**src/rtl/muldiv_ctrl_if.sv**
```systemverilog
// EX-stage multiply/divide bus: EX operand/control signals, the result and
// stall returned to EX, and the start/ready/annul handshake to the divider.
interface muldiv_ctrl_if;
    logic        op_valid_i;
    logic [2:0]  op_i;
    logic [31:0] a_i;
    logic [31:0] b_i;
    logic        flush_i;
    logic        pipe_stall_i;
    logic        stall_o;
    logic        result_valid_o;
    logic [63:0] result_o;
    logic        div_start_o;
    logic        div_signed_o;
    logic        div_annul_o;
    logic [31:0] div_a_o;
    logic [31:0] div_b_o;
    logic        div_ready_i;
    logic [63:0] div_result_i;

    // Pipeline and divider side.
    modport master (
        output op_valid_i, op_i, a_i, b_i, flush_i, pipe_stall_i,
        output div_ready_i, div_result_i,
        input  stall_o, result_valid_o, result_o,
        input  div_start_o, div_signed_o, div_annul_o, div_a_o, div_b_o
    );

    // Controller side.
    modport slave (
        input  op_valid_i, op_i, a_i, b_i, flush_i, pipe_stall_i,
        input  div_ready_i, div_result_i,
        output stall_o, result_valid_o, result_o,
        output div_start_o, div_signed_o, div_annul_o, div_a_o, div_b_o
    );
endinterface

```
**src/rtl/muldiv_ctrl.sv**
```systemverilog
// EX-stage multiply/divide sequencer: in-house registered multiplier, external
// iterative divider handshake, EX stall and one-shot {HI,LO} result.
// Optional performance counters are built when MULDIV_PERF_CNT_EN is defined.
module muldiv_ctrl #(
    parameter int unsigned MUL_LAT     = 2,
    parameter logic [31:0] DIV_ZERO_LO = 32'hFFFF_FFFF
) (
    input  logic         clk,
    input  logic         rst,
    muldiv_ctrl_if.slave bus
`ifdef MULDIV_PERF_CNT_EN
    ,
    output logic [31:0]  busy_cycles_o,
    output logic [15:0]  op_count_o
`endif
);

    typedef enum logic [1:0] {
        IDLE = 2'd0,
        MUL  = 2'd1,
        DIV  = 2'd2,
        DONE = 2'd3
    } state_t;

    localparam logic [2:0] OP_MULT  = 3'd1;
    localparam logic [2:0] OP_MULTU = 3'd2;
    localparam logic [2:0] OP_DIV   = 3'd3;
    localparam logic [2:0] OP_DIVU  = 3'd4;
    localparam logic [3:0] MUL_LAST = 4'(MUL_LAT - 1);

    state_t      state_q;
    state_t      state_n;
    logic [31:0] a_p0;
    logic [31:0] b_p0;
    logic [2:0]  op_p0;
    logic [3:0]  cnt_q;
    logic        first_q;
    logic        annul_q;
    logic [63:0] res_p1;
    logic [63:0] res_n;
    logic        load_res;
    logic        op_ok;
    logic        accept;
    logic [31:0] mul_a;
    logic [31:0] mul_b;
    logic [2:0]  mul_op;

    function automatic logic [63:0] mul64(input logic [31:0] a,
                                          input logic [31:0] b,
                                          input logic        sgn);
        logic signed [63:0] sa;
        logic signed [63:0] sb;
        logic signed [63:0] prod;
        sa   = $signed({{32{sgn & a[31]}}, a});
        sb   = $signed({{32{sgn & b[31]}}, b});
        prod = sa * sb;
        return prod;
    endfunction

    function automatic logic is_mul(input logic [2:0] op);
        return (op == OP_MULT) || (op == OP_MULTU);
    endfunction

    assign op_ok  = (bus.op_i >= OP_MULT) && (bus.op_i <= OP_DIVU);
    assign accept = !rst && (state_q == IDLE) && bus.op_valid_i && op_ok && !bus.flush_i;

    // With MUL_LAT==1 the product is taken straight from the EX operands.
    assign mul_a  = (state_q == IDLE) ? bus.a_i  : a_p0;
    assign mul_b  = (state_q == IDLE) ? bus.b_i  : b_p0;
    assign mul_op = (state_q == IDLE) ? bus.op_i : op_p0;

    always_comb begin
        state_n  = state_q;
        load_res = 1'b0;
        res_n    = mul64(mul_a, mul_b, mul_op == OP_MULT);
        unique case (state_q)
            IDLE: begin
                if (accept) begin
                    if (!is_mul(bus.op_i)) begin
                        state_n = DIV;
                    end else if (MUL_LAT == 1) begin
                        state_n  = DONE;
                        load_res = 1'b1;
                    end else begin
                        state_n = MUL;
                    end
                end
            end
            MUL: begin
                if (bus.flush_i) begin
                    state_n = IDLE;
                end else if (cnt_q == MUL_LAST) begin
                    state_n  = DONE;
                    load_res = 1'b1;
                end
            end
            DIV: begin
                if (bus.flush_i) begin
                    state_n = IDLE;
                end else if (b_p0 == 32'd0) begin
                    state_n  = DONE;
                    load_res = 1'b1;
                    res_n    = {a_p0, DIV_ZERO_LO};
                end else if (bus.div_ready_i) begin
                    state_n  = DONE;
                    load_res = 1'b1;
                    res_n    = bus.div_result_i;
                end
            end
            DONE: begin
                // A stalled DONE keeps the same instruction in EX; it must not restart.
                if (bus.flush_i || !bus.pipe_stall_i) begin
                    state_n = IDLE;
                end
            end
            default: state_n = IDLE;
        endcase
    end

    // p0: operand latch and sequencing control
    always_ff @(posedge clk) begin
        if (rst) begin
            state_q <= IDLE;
            a_p0    <= '0;
            b_p0    <= '0;
            op_p0   <= '0;
            cnt_q   <= '0;
            first_q <= 1'b0;
            annul_q <= 1'b0;
        end else begin
            state_q <= state_n;
            annul_q <= (state_q == DIV) && bus.flush_i;
            if (accept) begin
                a_p0    <= bus.a_i;
                b_p0    <= bus.b_i;
                op_p0   <= bus.op_i;
                cnt_q   <= 4'd1;
                first_q <= 1'b1;
            end else begin
                if (state_q == MUL) begin
                    cnt_q <= cnt_q + 4'd1;
                end
                if (state_q == DIV) begin
                    first_q <= 1'b0;
                end
            end
        end
    end

    // p1: {HI,LO} result register
    always_ff @(posedge clk) begin
        if (rst) begin
            res_p1 <= '0;
        end else if (load_res) begin
            res_p1 <= res_n;
        end
    end

    assign bus.stall_o        = accept || (state_q == MUL) || (state_q == DIV);
    assign bus.result_valid_o = (state_q == DONE) && !bus.flush_i;
    assign bus.result_o       = res_p1;
    assign bus.div_start_o    = (state_q == DIV) && first_q && (b_p0 != 32'd0);
    assign bus.div_signed_o   = (state_q == DIV) && (op_p0 == OP_DIV);
    assign bus.div_annul_o    = annul_q;
    assign bus.div_a_o        = a_p0;
    assign bus.div_b_o        = b_p0;

`ifdef MULDIV_PERF_CNT_EN
    logic done_first_q;

    always_ff @(posedge clk) begin
        if (rst) begin
            busy_cycles_o <= '0;
            op_count_o    <= '0;
            done_first_q  <= 1'b0;
        end else begin
            done_first_q <= (state_n == DONE) && (state_q != DONE);
            if (bus.stall_o) begin
                busy_cycles_o <= busy_cycles_o + 32'd1;
            end
            if ((state_q == DONE) && done_first_q && !bus.flush_i) begin
                op_count_o <= op_count_o + 16'd1;
            end
        end
    end
`endif

endmodule

```
**src/flat_wrapper.sv**
```systemverilog
// flat-port wrapper written by rule: the top's interface ports become plain ports
module muldiv_ctrl_flat 
#(
    parameter int unsigned MUL_LAT     = 2,
    parameter logic [31:0] DIV_ZERO_LO = 32'hFFFF_FFFF
)
  (clk, rst, bus_op_valid_i, bus_op_i, bus_a_i, bus_b_i, bus_flush_i, bus_pipe_stall_i, bus_div_ready_i, bus_div_result_i, bus_stall_o, bus_result_valid_o, bus_result_o, bus_div_start_o, bus_div_signed_o, bus_div_annul_o, bus_div_a_o, bus_div_b_o);
  muldiv_ctrl_if bus_i ();
  input  logic clk;
  input  logic rst;
  input wire logic [$bits(bus_i.op_valid_i)-1:0] bus_op_valid_i;
  input wire logic [$bits(bus_i.op_i)-1:0] bus_op_i;
  input wire logic [$bits(bus_i.a_i)-1:0] bus_a_i;
  input wire logic [$bits(bus_i.b_i)-1:0] bus_b_i;
  input wire logic [$bits(bus_i.flush_i)-1:0] bus_flush_i;
  input wire logic [$bits(bus_i.pipe_stall_i)-1:0] bus_pipe_stall_i;
  input wire logic [$bits(bus_i.div_ready_i)-1:0] bus_div_ready_i;
  input wire logic [$bits(bus_i.div_result_i)-1:0] bus_div_result_i;
  output wire logic [$bits(bus_i.stall_o)-1:0] bus_stall_o;
  output wire logic [$bits(bus_i.result_valid_o)-1:0] bus_result_valid_o;
  output wire logic [$bits(bus_i.result_o)-1:0] bus_result_o;
  output wire logic [$bits(bus_i.div_start_o)-1:0] bus_div_start_o;
  output wire logic [$bits(bus_i.div_signed_o)-1:0] bus_div_signed_o;
  output wire logic [$bits(bus_i.div_annul_o)-1:0] bus_div_annul_o;
  output wire logic [$bits(bus_i.div_a_o)-1:0] bus_div_a_o;
  output wire logic [$bits(bus_i.div_b_o)-1:0] bus_div_b_o;
  assign bus_i.op_valid_i = bus_op_valid_i;
  assign bus_i.op_i = bus_op_i;
  assign bus_i.a_i = bus_a_i;
  assign bus_i.b_i = bus_b_i;
  assign bus_i.flush_i = bus_flush_i;
  assign bus_i.pipe_stall_i = bus_pipe_stall_i;
  assign bus_i.div_ready_i = bus_div_ready_i;
  assign bus_i.div_result_i = bus_div_result_i;
  assign bus_stall_o = bus_i.stall_o;
  assign bus_result_valid_o = bus_i.result_valid_o;
  assign bus_result_o = bus_i.result_o;
  assign bus_div_start_o = bus_i.div_start_o;
  assign bus_div_signed_o = bus_i.div_signed_o;
  assign bus_div_annul_o = bus_i.div_annul_o;
  assign bus_div_a_o = bus_i.div_a_o;
  assign bus_div_b_o = bus_i.div_b_o;
  muldiv_ctrl #(.MUL_LAT(MUL_LAT), .DIV_ZERO_LO(DIV_ZERO_LO)) u_core (.clk(clk), .rst(rst), .bus(bus_i));
endmodule
```
**config.mk**
```make
export PLATFORM = sky130hd
export DESIGN_NAME = muldiv_ctrl_flat
export DESIGN_NICKNAME = d
export VERILOG_FILES = /design/src/rtl/muldiv_ctrl_if.sv /design/src/rtl/muldiv_ctrl.sv /design/src/flat_wrapper.sv
export SDC_FILE = /design/constraint.sdc
export NUM_CORES = 2
export LEC_CHECK = 0
export ABC_AREA = 1
export BUFFER_PORTS_ARGS = -buffer_cell sky130_fd_sc_hd__clkbuf_2
export CAP_MARGIN = 20
export CORE_AREA = 2 2 332 334
export CTS_CLUSTER_DIAMETER = 80
export CTS_CLUSTER_SIZE = 28
export DETAILED_ROUTE_END_ITERATION = 10
export DIE_AREA = 0 0 334 336
export PLACE_DENSITY_LB_ADDON = 0.1
export RECOVER_POWER = 25
export SYNTH_ARGS = -nofsm -noshare
export SYNTH_HDL_FRONTEND = slang
export SYNTH_SLANG_ARGS = --single-unit
export TNS_END_PERCENT = 10
```
**constraint.sdc**
```tcl
create_clock -name clk -period 22.6 [get_ports clk]
set_clock_uncertainty 0.15 [all_clocks]
set_input_delay 3.39 -clock clk [delete_from_list [all_inputs] [get_ports clk]]
set_output_delay 3.39 -clock clk [all_outputs]
set_load 0.02 [all_outputs]
```
# After elaboration in Yosys (flattened, before gate mapping)
# Index checks and enable logic that the tools add are counted.
totals:
  regBits: 139
  input_bits: 137
  wordCells: 77
op_classes:
  n_addsub: 1
  mul: 1
  order_cmp: 2
  eq_ne: 12
  mux: 26
  bitwise: 2
  n_reduce_logical: 24
ops:
  columns: ["cell", "count"]
  rows:
  - ["64-bit 2-to-1 mux", 4]
  - ["33-bit by 33-bit multiplier with 64-bit output", 1]
  - ["32-bit 2-to-1 mux", 2]
  - ["32-bit logical NOT", 1]
  - ["32-bit nonzero test", 1]
  - ["2-bit 2-to-1 mux", 8]
  - ["1-bit logical AND", 10]
  - ["1-bit 2-to-1 mux", 9]
  - ["2-bit case mux with 4 select lines", 1]
  - ["3-bit by 1-bit equality test with 1-bit output, second input constant", 2]
  - ["3-bit by 2-bit equality test with 1-bit output, second input constant", 2]
  - ["4-bit by 1-bit adder with 4-bit output, second input constant", 1]
  - ["2-bit equality test, second input constant", 2]
  - ["4-bit by 1-bit equality test with 1-bit output, second input constant", 1]
  - ["1-bit logical OR", 4]
  - ["2-bit by 1-bit inequality test with 1-bit output, second input constant", 2]
  - ["4-bit by 3-bit inequality test with 1-bit output, second input constant", 1]
  - ["4-bit AND reduction", 1]
  - ["2-bit nonzero test", 2]
  - ["3-bit by 1-bit >= comparator with 1-bit output, second input constant", 1]
  - ["3-bit <= comparator, second input constant", 1]
  - ["1-bit logical NOT", 3]
  - ["3-bit 2-to-1 mux", 1]
  - ["3-bit by 2-bit inequality test with 1-bit output, second input constant", 1]
  - ["other kinds (5)", 6]

# Depth between registers and ports, before layout
depth:
  word_depth: 9
  ltp_mapped: 40

# Worst setup path before layout
# Ideal clock, no wire load.
synth_path:
  path_type: "input-to-reg"
  from: "input port bus_op_i[2]"
  to: "register u_core.res_p1[54] (netlist: u_core.bus.result_o[54])"
  setup_time_ps: 117
  arrival_ps: 10683
  required_time_ps: 22333
  setup_slack_ps: 11650
  path_stages: 31
  path_buffers: 1
  path_cell_list: "or2_2 o21ai_1 clkinv_1 nor2_1 inv_1 clkbuf_1 nor2_1 fa_1 fa_1 fa_1 fa_1 inv_1 fa_1 inv_1 fa_1 inv_1 fa_1 fa_1 inv_1 ha_1 nand2_1 nor2_1 inv_1 nor2_1 inv_1 nor4_1 nand2_1 nand3_1 nand2_1 nand3_1 a21oi_1"
synth_via:
  elab_chain_len: 8
  elab_cells_between_ends: 9
  classes_between: "mul: 1; eq/ne: 1; mux: 5; bitwise: 2"
synth_lines:
  columns: ["item", "line_no", "text"]
  rows:
  - ["start, declared", "flat_wrapper.sv:12", "input wire logic [$bits(bus_i.op_i)-1:0] bus_op_i;"]
  - ["3-bit 2-to-1 mux *", "muldiv_ctrl.sv:70", "assign mul_op = (state_q == IDLE) ? bus.op_i : op_p0;"]
  - ["3-bit by 1-bit equality test with 1-bit output *", "muldiv_ctrl.sv:75", "res_n = mul64(mul_a, mul_b, mul_op == OP_MULT);"]
  - ["1-bit AND (on tied branches)", "muldiv_ctrl.sv:54, muldiv_ctrl.sv:55", null]
  - ["33-bit by 33-bit multiplier with 64-bit output *", "muldiv_ctrl.sv:56", "prod = sa * sb;"]
  - ["64-bit 2-to-1 mux", "muldiv_ctrl.sv:104", "end else if (bus.div_ready_i) begin"]
  - ["64-bit 2-to-1 mux", "muldiv_ctrl.sv:100", "end else if (b_p0 == 32'd0) begin"]
  - ["64-bit 2-to-1 mux", "muldiv_ctrl.sv:98", "if (bus.flush_i) begin"]
  - ["64-bit 2-to-1 mux *", "muldiv_ctrl.sv:76", "unique case (state_q)"]
  - ["end signal, assigned", "muldiv_ctrl.sv:155", "res_p1 <= res_n;"]
  - ["end, declared", "muldiv_ctrl.sv:39", "logic [63:0] res_p1;"]
# Mark *: on every way between the ends. The rest lies on a longest branch, timed or not.
# A chain may end at the register's enable or synchronous reset.

# Final worst setup path
layout_path:
  from: "input port bus_op_i[2]"
  to: "register u_core.res_p1[51] (netlist: u_core.bus.result_o[51])"
# Same word-level chain as after synthesis.

==> flow_metrics.py <==
metrics = {
    "run_status": {
        "status": "complete, but fails checks",
        "violations": "max-capacitance violations, max-slew violations",
    },
    "global_route": {
        "grt_max_degree": 96,
        "grt_antenna_before_repair": 6,
        "use_met3_pct": 5.48,
        "grt-ovfl-total": 0,
        "grt_use_total_pct": 33.1,
        "use_met2_pct": 52.3,
        "grt_pass1_vias": 40534,
        "grt_first_pass_wirelength_mm": 271,
        "busiest_layer": "met2",
        "grtUsageMet1_pct": 46.9,
    },
    "clocking": {
        "cts_num_sinks": 139,
        "cts.clk_slew.worst_paths_ns": 0.08,
        "postCtsHoldBufs": 0,
        "numCtsBuffers": 17,
        "post_cts_resized": 0,
        "cts.path.max_buffers": 2,
        "htreeDepth": 4,
        "clock-root-buffer": "clkbuf_16",
        "clk_latency_ns": 0.49,
        "cts_tree": "done",
        "post_cts.repair.setup_buffers": 0,
    },
    "layout": {
        "fin_cells": 7348,
        "nNetsFinal": 7400,
        "final_common_cell": "inv_1",
        "utilization_pct": 45.2,
        "num-fill-cells": 11309,
        "drive_gt1_share_pct": 6.73,
        "final_cell_mix": "inv_1 (1454), nand2_1 (1218), fa_1 (1125), nor2_1 (636), ha_1 (217)",
        "area_delta_synth_final_pct": 7.90,
    },
    "timing": {
        "final.setup.tns_ns": 0,
        "tightest_slew_ns": 2.19,
        "period_share_pct": 55.5,
        "clock.fmax_mhz": 79.7,
        "slew_violations": 41,
        "finalHoldViolCount": 0,
        "setup_viol": 0,
        "rsz0062_at_grt": "no",
        "slew_headroom_pct": -46.2,
        "fin_crit_ns": 12.54,
    },
    "routing": {
        "wl_per_cell_um": 24.4,
        "vias_per_cell": 5.24,
        "dr.first_iter.drc_count": 2850,
        "drt_pass1_iterations": 6,
        "drt_wl_total_mm": 179,
        "vias": 38531,
        "detail-route-antenna-nets": 0,
        "drcViolationCount": 0,
    },
    "synthesis": {
        "async_flop_share_pct": 0,
        "synth_area_leaders": "fa_1 (50%), inv_1 (12%), nand2_1 (10%)",
        "synthesis.area_mm2": 0.0454,
        "yosysTopAreaCellShare_pct": 49.6,
        "syn_nets": 7260,
        "syn_avg_cell_area_um2": 7.85,
        "synth_edf_count": 0,
        "ys.warnings.count": 0,
        "synth-seq-area-share_pct": 6.13,
        "synth_top_area_cell": "fa_1",
        "synthFlopType": "dfxtp_1",
        "ys_types": 41,
        "ys_ff_latch": 139,
        "synth_cells": 5780,
    },
    "placement": {
        "numPortBuffers": 269,
        "gp_congestion": 0.997,
        "hpwl_mm": 146,
        "dp.cells": 7315,
    },
    "die": {
        "row_count": 121,
        "die_x_um": 334,
        "initial_core_util_pct": 41.9,
        "core-area_mm2": 0.108,
        "dieArea_mm2": 0.112,
        "io-pin-count": 270,
        "die_h_um": 336,
    },
    "critical_path": {
        "worstPathRequired_ns": 22.82,
        "endpoint_kind": "register",
        "critPathArrivalTime_ns": 12.77,
        "path_max_fanout": 18,
        "max_stage_delay_ns": 1.03,
        "worstRegToRegCells": 31,
        "cp_slowest_cell": "fa_1",
        "path_common_cell": "fa_1",
        "critPathKind": "in2reg",
        "critPathLaunchType": "input pin",
    },
    "worst_hold_path": {
        "min_path_cells": 2,
        "holdCritPathClass": "reg2reg",
    },
    "flow_run": {
        "cap_viol_max_count": 1,
    },
}
-- worst max-delay path, delay by kind of cell --
family,cells,cell delay [ns]
and+or+nand+nor,8,1.74
adders and majority gates,9,5.29
AOI/OAI and AO/OA,4,0.80
buffers and inverters,9,1.49
-- registers in the layout, summed over array words and instances (netlist names) --
register,flops
u_core.op_p0,3
u_core.first_q,1
u_core.cnt_q,4
u_core.bus.div_a_o,32
u_core.bus.div_b_o,32
u_core.state_q,2
u_core.bus.result_o,64
u_core.bus.div_annul_o,1
-- cell type report --
| class | count | area, µm² | area share, % |
|---|---|---|---|
| Tap cell | 1414 | 1770 | 3.61 |
| Antenna cell | 1 | 2.50 | 0.00511 |
| Clock buffer | 18 | 429 | 0.876 |
| Inverter | 1476 | 5540 | 11.3 |
| Sequential cell | 139 | 2780 | 5.68 |
| Multi-Input combinational cell | 3926 | 36400 | 74.2 |
| Timing Repair Buffer | 360 | 1940 | 3.97 |
| Clock inverter | 14 | 155 | 0.317 |
-- synthesized netlist by cell type (2+ instances only) --
cell type / n
a21o_1: 8
a31oi_1: 6
clkbuf_1: 201
fa_1: 1125
nand3b_1: 2
or2_2: 8
a211oi_1: 2
nand3_1: 165
nand4_1: 18
ha_1: 218
nand2_2: 2
o21ai_0: 215
buf_1: 6
nor4_1: 10
nand2_1: 1219
o21a_1: 2
o21ai_1: 42
nor3_1: 31
dfxtp_1: 139
a21oi_1: 161
clkinv_1: 15
nor2_1: 636
inv_2: 4
inv_1: 1457
o21ai_2: 7
xnor2_1: 10
buf_2: 31
o21bai_1: 14
o22ai_1: 7
xor2_1: 8
-- final timing paths --
check	startpoint	end	slack [ns]
hold / removal	u_core.bus.result_o[13]	u_core.bus.result_o[13]	0.31
hold reg to reg	u_core.bus.result_o[13]	u_core.bus.result_o[13]	0.31
setup / recovery	bus_op_i[2]	u_core.bus.result_o[51]	10.06
setup reg to reg	u_core.state_q[0]	u_core.bus.result_o[51]	11.67
-- cells by family after synthesis --
logic type      Yosys count  synth area share, %
fa+ha+maj              1343                 55.6
compound gates          470                 5.49
buf+inv                1715                 14.3
xor+xnor                 18                0.347
simple gates           2095                 18.1
flops                   139                 6.13
-- per-stage QoR --
stage	hold slack (ns)	setup slack [ns]	cell area [µm²]
final	0.311	10.06	49000
after global routing	0.326	9.51	49000
after CTS	0.315	10.06	49100
after detailed placement	0.303	9.55	48500
after global placement	0.301	9.53	48500
after floorplan	0.298	11.65	45400
-- routing by layer --
| metal | vias up | share of wire [%] |
|---|---|---|
| li1 | 16951 | - |
| met1 | 19799 | 43 |
| met2 | 1533 | 45 |
| met3 | 240 | 8.2 |
| met4 | 8 | 3.4 |
| met5 | - | 0.034 |
Power is left out: the tool's default activity adds up to more than one toggle a clock period on the data nets, which glitch-free logic cannot reach.
